===== src/rtl/spgd_phase_accum.sv =====
// SPGD dither-phase accumulator: sums ADC samples over phases A and C of each
// A-B-C dither cycle and publishes both sums, counts and the saturated A-C difference.
//   state  | meaning
//   IDLE   | waiting for a fresh entry into phase A
//   ACC_A  | accumulating phase-A samples
//   WAIT_B | phase B, nothing accumulated
//   ACC_C  | accumulating phase-C samples; leaving to A publishes
module spgd_phase_accum #(
  parameter int ADC_WIDTH   = 14,
  parameter int ACC_WIDTH   = 32,
  parameter int CNT_WIDTH   = 24,
  parameter int BLANK_WIDTH = 16
) (
  input  logic                        ADC_CLK,
  input  logic                        RST,
  input  logic signed [ADC_WIDTH-1:0] ADC_IN,
  input  logic [1:0]                  PHASE,
  input  logic [BLANK_WIDTH-1:0]      BLANK,
  output logic signed [ACC_WIDTH-1:0] SUM_A,
  output logic signed [ACC_WIDTH-1:0] SUM_C,
  output logic [CNT_WIDTH-1:0]        CNT_A,
  output logic [CNT_WIDTH-1:0]        CNT_C,
  output logic signed [ACC_WIDTH-1:0] DIFF,
  output logic                        RESULT_VALID,
  output logic                        SAT,
  output logic                        SEQ_ERR
);

  localparam logic [1:0] PH_OFF = 2'b00;
  localparam logic [1:0] PH_A   = 2'b01;
  localparam logic [1:0] PH_B   = 2'b10;
  localparam logic [1:0] PH_C   = 2'b11;
  localparam logic [ACC_WIDTH-1:0] SUM_MAX = {1'b0, {(ACC_WIDTH-1){1'b1}}};
  localparam logic [ACC_WIDTH-1:0] SUM_MIN = {1'b1, {(ACC_WIDTH-1){1'b0}}};

  typedef enum logic [1:0] {IDLE, ACC_A, WAIT_B, ACC_C} state_t;
  state_t state, state_nxt;

  logic [ADC_WIDTH-1:0]   adc_s1;
  logic [1:0]             ph_s1, ph_prev;
  logic [ACC_WIDTH-1:0]   sum_a_w, sum_c_w;
  logic [CNT_WIDTH-1:0]   cnt_a_w, cnt_c_w;
  logic [BLANK_WIDTH-1:0] blank_a, blank_c;
  logic                   sat_w;

  logic enter_a, enter_c, acc_a_en, acc_c_en, publish, seq_err;
  logic upd_a, upd_c, take, sum_ovf, cnt_full, sat_base, sat_next;
  logic [BLANK_WIDTH-1:0] blank_cur, blank_next;
  logic [ACC_WIDTH-1:0]   sum_base, sum_next, diff_sat;
  logic [CNT_WIDTH-1:0]   cnt_base, cnt_next;
  logic [ACC_WIDTH:0]     sample_ext, sum_wide, diff_wide;
  logic                   diff_ovf;

  always_ff @(posedge ADC_CLK or posedge RST) begin
    if (RST) state <= IDLE;
    else     state <= state_nxt;
  end

  always_comb begin
    state_nxt = state;
    case (state)
      IDLE:   if (ph_s1 == PH_A && ph_prev != PH_A) state_nxt = ACC_A;
      ACC_A:  if (ph_s1 == PH_B) state_nxt = WAIT_B;
              else if (ph_s1 != PH_A) state_nxt = IDLE;
      WAIT_B: if (ph_s1 == PH_C) state_nxt = ACC_C;
              else if (ph_s1 == PH_A) state_nxt = ACC_A;
              else if (ph_s1 == PH_OFF) state_nxt = IDLE;
      ACC_C:  if (ph_s1 == PH_A) state_nxt = ACC_A;
              else if (ph_s1 != PH_C) state_nxt = IDLE;
      default: state_nxt = IDLE;
    endcase
  end

  always_comb begin
    enter_a  = (state != ACC_A) && (state_nxt == ACC_A);
    enter_c  = (state != ACC_C) && (state_nxt == ACC_C);
    acc_a_en = (state == ACC_A) && (ph_s1 == PH_A);
    acc_c_en = (state == ACC_C) && (ph_s1 == PH_C);
    publish  = (state == ACC_C) && (ph_s1 == PH_A);
    // phase 00 is a clean abort, never a sequencing error
    seq_err  = ((state == ACC_A)  && (ph_s1 == PH_C)) ||
               ((state == WAIT_B) && (ph_s1 == PH_A)) ||
               ((state == ACC_C)  && (ph_s1 == PH_B)) ||
               ((state == IDLE)   && ph_s1[1] && (ph_s1 != ph_prev));
  end

  assign sample_ext = {{(ACC_WIDTH+1-ADC_WIDTH){adc_s1[ADC_WIDTH-1]}}, adc_s1};

  always_comb begin
    upd_a     = enter_a | acc_a_en;
    upd_c     = enter_c | acc_c_en;
    blank_cur = '0;
    sum_base  = '0;
    cnt_base  = '0;
    if (upd_a) begin
      blank_cur = enter_a ? BLANK : blank_a;
      sum_base  = enter_a ? '0 : sum_a_w;
      cnt_base  = enter_a ? '0 : cnt_a_w;
    end else if (upd_c) begin
      blank_cur = enter_c ? BLANK : blank_c;
      sum_base  = enter_c ? '0 : sum_c_w;
      cnt_base  = enter_c ? '0 : cnt_c_w;
    end
    sat_base   = enter_a ? 1'b0 : sat_w;
    take       = (upd_a | upd_c) && (blank_cur == '0);
    sum_wide   = {sum_base[ACC_WIDTH-1], sum_base} + sample_ext;
    sum_ovf    = sum_wide[ACC_WIDTH] ^ sum_wide[ACC_WIDTH-1];
    cnt_full   = &cnt_base;
    sum_next   = sum_base;
    cnt_next   = cnt_base;
    blank_next = blank_cur;
    sat_next   = sat_base;
    if (blank_cur != '0) begin
      blank_next = blank_cur - BLANK_WIDTH'(1);
    end else if (take) begin
      sum_next = sum_ovf ? (sum_wide[ACC_WIDTH] ? SUM_MIN : SUM_MAX) : sum_wide[ACC_WIDTH-1:0];
      cnt_next = cnt_full ? cnt_base : cnt_base + CNT_WIDTH'(1);
      sat_next = sat_base | sum_ovf | cnt_full;
    end
    diff_wide = {sum_a_w[ACC_WIDTH-1], sum_a_w} - {sum_c_w[ACC_WIDTH-1], sum_c_w};
    diff_ovf  = diff_wide[ACC_WIDTH] ^ diff_wide[ACC_WIDTH-1];
    diff_sat  = diff_ovf ? (diff_wide[ACC_WIDTH] ? SUM_MIN : SUM_MAX) : diff_wide[ACC_WIDTH-1:0];
  end

  always_ff @(posedge ADC_CLK or posedge RST) begin
    if (RST) begin
      adc_s1       <= '0;
      ph_s1        <= PH_OFF;
      ph_prev      <= PH_OFF;
      sum_a_w      <= '0;
      sum_c_w      <= '0;
      cnt_a_w      <= '0;
      cnt_c_w      <= '0;
      blank_a      <= '0;
      blank_c      <= '0;
      sat_w        <= 1'b0;
      SUM_A        <= '0;
      SUM_C        <= '0;
      CNT_A        <= '0;
      CNT_C        <= '0;
      DIFF         <= '0;
      SAT          <= 1'b0;
      RESULT_VALID <= 1'b0;
      SEQ_ERR      <= 1'b0;
    end else begin
      adc_s1       <= ADC_IN;
      ph_s1        <= PHASE;
      ph_prev      <= ph_s1;
      RESULT_VALID <= publish;
      SEQ_ERR      <= seq_err;
      if (upd_a) begin
        blank_a <= blank_next;
        sum_a_w <= sum_next;
        cnt_a_w <= cnt_next;
      end
      if (upd_c) begin
        blank_c <= blank_next;
        sum_c_w <= sum_next;
        cnt_c_w <= cnt_next;
      end
      if (upd_a | upd_c) sat_w <= sat_next;
      // publish reads the finished cycle; a same-edge A entry only touches the working copy
      if (publish) begin
        SUM_A <= sum_a_w;
        SUM_C <= sum_c_w;
        CNT_A <= cnt_a_w;
        CNT_C <= cnt_c_w;
        DIFF  <= diff_sat;
        SAT   <= sat_w | diff_ovf;
      end
    end
  end

endmodule


===== config.mk =====
export PLATFORM = sky130hd
export DESIGN_NAME = spgd_phase_accum
export DESIGN_NICKNAME = d
export VERILOG_FILES = /design/src/rtl/spgd_phase_accum.sv
export SDC_FILE = /design/constraint.sdc
export NUM_CORES = 1
export LEC_CHECK = 0
export CAP_MARGIN = 20
export CELL_PAD_IN_SITES_DETAIL_PLACEMENT = 0
export CELL_PAD_IN_SITES_GLOBAL_PLACEMENT = 1
export CORE_MARGIN = 10
export CORE_UTILIZATION = 39
export CTS_CLUSTER_DIAMETER = 100
export DETAILED_ROUTE_END_ITERATION = 8
export HOLD_SLACK_MARGIN = 0.1
export PLACE_DENSITY = 0.86
export SYNTH_ARGS = -nofsm -noshare
export SYNTH_HDL_FRONTEND = slang
export SYNTH_SLANG_ARGS = --single-unit

===== constraint.sdc =====
create_clock -name ADC_CLK -period 10.05 [get_ports ADC_CLK]
set_clock_uncertainty 0.1 [all_clocks]
set_input_delay 2.01 -clock ADC_CLK [delete_from_list [all_inputs] [get_ports ADC_CLK]]
set_output_delay 2.01 -clock ADC_CLK [all_outputs]
set_load 0.02 [all_outputs]

==> impl_metrics.ini <==
[outcome]
status = complete, no violations

[sta]
finalHoldViolCount = 0
setup_violations = 0
layout_worst_path_cycle_share = 0.6041
fin_hold_ws_ns = 0.3711
relSlewSlack = 0.2950
clock.fmax_ghz = 0.1647
fin_crit_ns = 6.071
slew_violations = 0
tns_ns = 0
worstMarginPinSlew_ns = 1.057
grt_setup_unrepaired = false
worst_slack_ns = 3.979

[synthesis]
ys_warn_count = 0
ys_top_cells_by_area = dfrtp_1 (45%), nand2_1 (11%), o21ai_0 (6.4%), ha_1 (4.9%), a21oi_1 (4.5%)
ys_types = 87
synthesis.area_um2 = 17280
synth_edf_count = 0
yosysTopAreaCell = dfrtp_1
syn_inst = 2039
synth-seq-cells = 312
syn_avg_cell_area_um2 = 8.476
synth_flop_cell = dfrtp_1
synth.top_cell.area_share = 0.4517
syn-num-nets = 2142
synth-async-reset-ratio = 1.000
ys_seq_area_frac = 0.4517

[power_and_ir_drop]
p_seq_frac = 0.355
powerDensity_nw_per_um2 = 234.6
swShare = 0.3720
total_leakage_power_nw = 9.306
pwr-share-clk = 0.278
power_frac_comb = 0.367
irDropWorstVdd_mv = 0.1055
internal_power_w = 0.003066
p_sw_w = 0.001816
p_total_w = 0.004882

[clock_network]
cts_buffer_depth = 3
insertion_delay_ns = 0.53
cts_tree = done
clockRootBuffer = clkbuf_16
numClockSinks = 312
htree_levels = 2
ctsHoldBuffers = 0
clk_pin_slew_worst_paths_ns = 0.06
cts_made_buffers = 35
post_cts_buffers = 0
ctsResizeCount = 0

[worst_setup_path]
critPathRequiredTime_ns = 10.36
r2r-end = cnt_c_w[15]
worstSetupPathType = input pin to flop
reg2reg_depth = 14
worst-r2r-setup-slack_ns = 4.17
end_kind = flop
startpoint_type = input pin
path_max_fanout = 35
cp.arrival_ns = 6.38
timing.rr.start = ph_s1[1]

[die]
initial_core_util = 0.3925
fp.dieH_um = 230.5
num_io_pins = 181
die_w_um = 230.5
die-area_um2 = 53130
core_um2 = 44030
rows = 77

[routing]
first_iter_violations = 1308
via_per_inst = 5.442
vias = 15140
drtAntennaViolNets = 0
wl_per_cell_um = 18.76
firstDrtPassIters = 7
drc = 0
drt_wl_total_um = 52180

[run]
cap_violations = 0

[final_layout]
utilization = 0.4726
nNetsFinal = 2268
layout_common_cells = nand2_1 (497), dfrtp_1 (312), o21ai_0 (221), clkdlybuf4s50_1 (180), a21oi_1 (157)
num_antenna_cells = 0
drive_gt1_frac = 0.05388
syn2layout_area_growth_pct = 20.39
final_common_cell = nand2_1

[grt]
grt_pass1_vias = 14670
grt_max_degree = 174
antenna_found_initial = 0
grt_pass1_wl_um = 83960
grt_usage = 0.1929
grt_overflow = 0

[place]
numPortBuffers = 180
pre_cts_slack_ns = 3.497
gp_congestion = 0.9167
dpl.hpwl_um = 37230

[worst_hold_path]
hold_path_end = CNT_C[13]
holdCritPathClass = flop to flop
hold_depth = 2
min-delay-start = CNT_C[13]
through the flow:
stage,cell area [um2],instances
6_report,20810,2782
5_1_grt,20810,2782
4_1_cts,20810,2782
3_5_place_dp,19600,2720
3_3_place_gp,19570,2719
2_1_floorplan,17290,2039
cell families (layout without fill, tap and decap cells):
family          after synthesis  after routing  share of synthesized area
flops                       312            312                     0.4517
fa+ha+maj                    79             79                    0.05661
xor+xnor                     85             85                    0.04308
compound gates              587            587                     0.2044
buf+inv                     170            321                    0.04032
simple gates                800            800                     0.2002
mux                           6              6                   0.003620
power by group through the flow:
stage | sequential [W] | clock [W] | combinational (W)
floorplan | 0.00182 | 0 | 0.00105
global placement | 0.00175 | 0 | 0.00174
detailed placement | 0.00175 | 0 | 0.00177
CTS | 0.00173 | 0.00139 | 0.00179
global route | 0.00177 | 0.00144 | 0.00197
finish | 0.00173 | 0.00136 | 0.00179
cell type report:
class / instances / area (um2)
fill: 4210 / 23220
multi-input combinational: 1557 / 8835
sequential: 312 / 7807
timing repair buffer: 202 / 1999
clock buffer: 46 / 957.2
tap: 592 / 740.7
clock inverter: 16 / 249.0
inverter: 57 / 217.7
Yosys cell counts (7+ instances only):
library cell / n
xnor2_1: 48
buf_2: 14
o21a_1: 12
nor2_1: 144
or3_1: 11
ha_1: 67
and2_1: 12
nor2b_1: 9
o21ai_1: 13
a21oi_1: 157
inv_1: 56
maj3_1: 10
o211ai_1: 9
xor2_1: 37
dfrtp_1: 312
nand2b_1: 19
a21o_1: 16
clkbuf_1: 86
a211oi_1: 8
o22ai_1: 12
nand3_1: 38
nor3_1: 10
nand4_1: 14
o21ai_0: 221
a22o_1: 7
nand2_1: 498
a22oi_1: 53
and3_1: 13
a31oi_1: 11
how the worst max path moves through the flow:
stage          startpoint          end
2_1_floorplan         RST     CNT_A[0]
3_3_place_gp     BLANK[0]  cnt_a_w[15]
3_5_place_dp     BLANK[0]  cnt_c_w[15]
4_1_cts          BLANK[0]  cnt_c_w[15]
5_1_grt          BLANK[0]  cnt_c_w[15]
6_report         BLANK[0]  cnt_c_w[15]
critical path, stage by stage:
cell and delay (ns):
clkdlybuf4s50_1 0.42, a222oi_1 0.78, ha_1 0.29, o211ai_1 0.14
nor4_4 0.30, nand4_4 0.63, a41oi_2 0.87, and2_1 0.41
nand4_1 0.21, a21oi_1 0.20, o22ai_1 0.10
layer usage:
layer	up-vias	track usage	wire length (um)
met5	-	0	0
met4	0	0.04830	981
met3	54	0.02968	2854
met2	402	0.2993	23680
met1	7380	0.2765	24670
li1	7303	-	-
flip-flops by register name, summed over array words and instances (netlist names):
name          flops
adc_s1           14
SAT               1
ph_s1             2
SEQ_ERR           1
cnt_c_w          24
CNT_A            24
SUM_C            32
sat_w             1
state             2
sum_a_w          32
blank_c          16
cnt_a_w          24
RESULT_VALID      1
ph_prev           2
SUM_A            32
CNT_C            24
blank_a          16
DIFF             32
sum_c_w          32
Power figures use the tool's default switching activity.
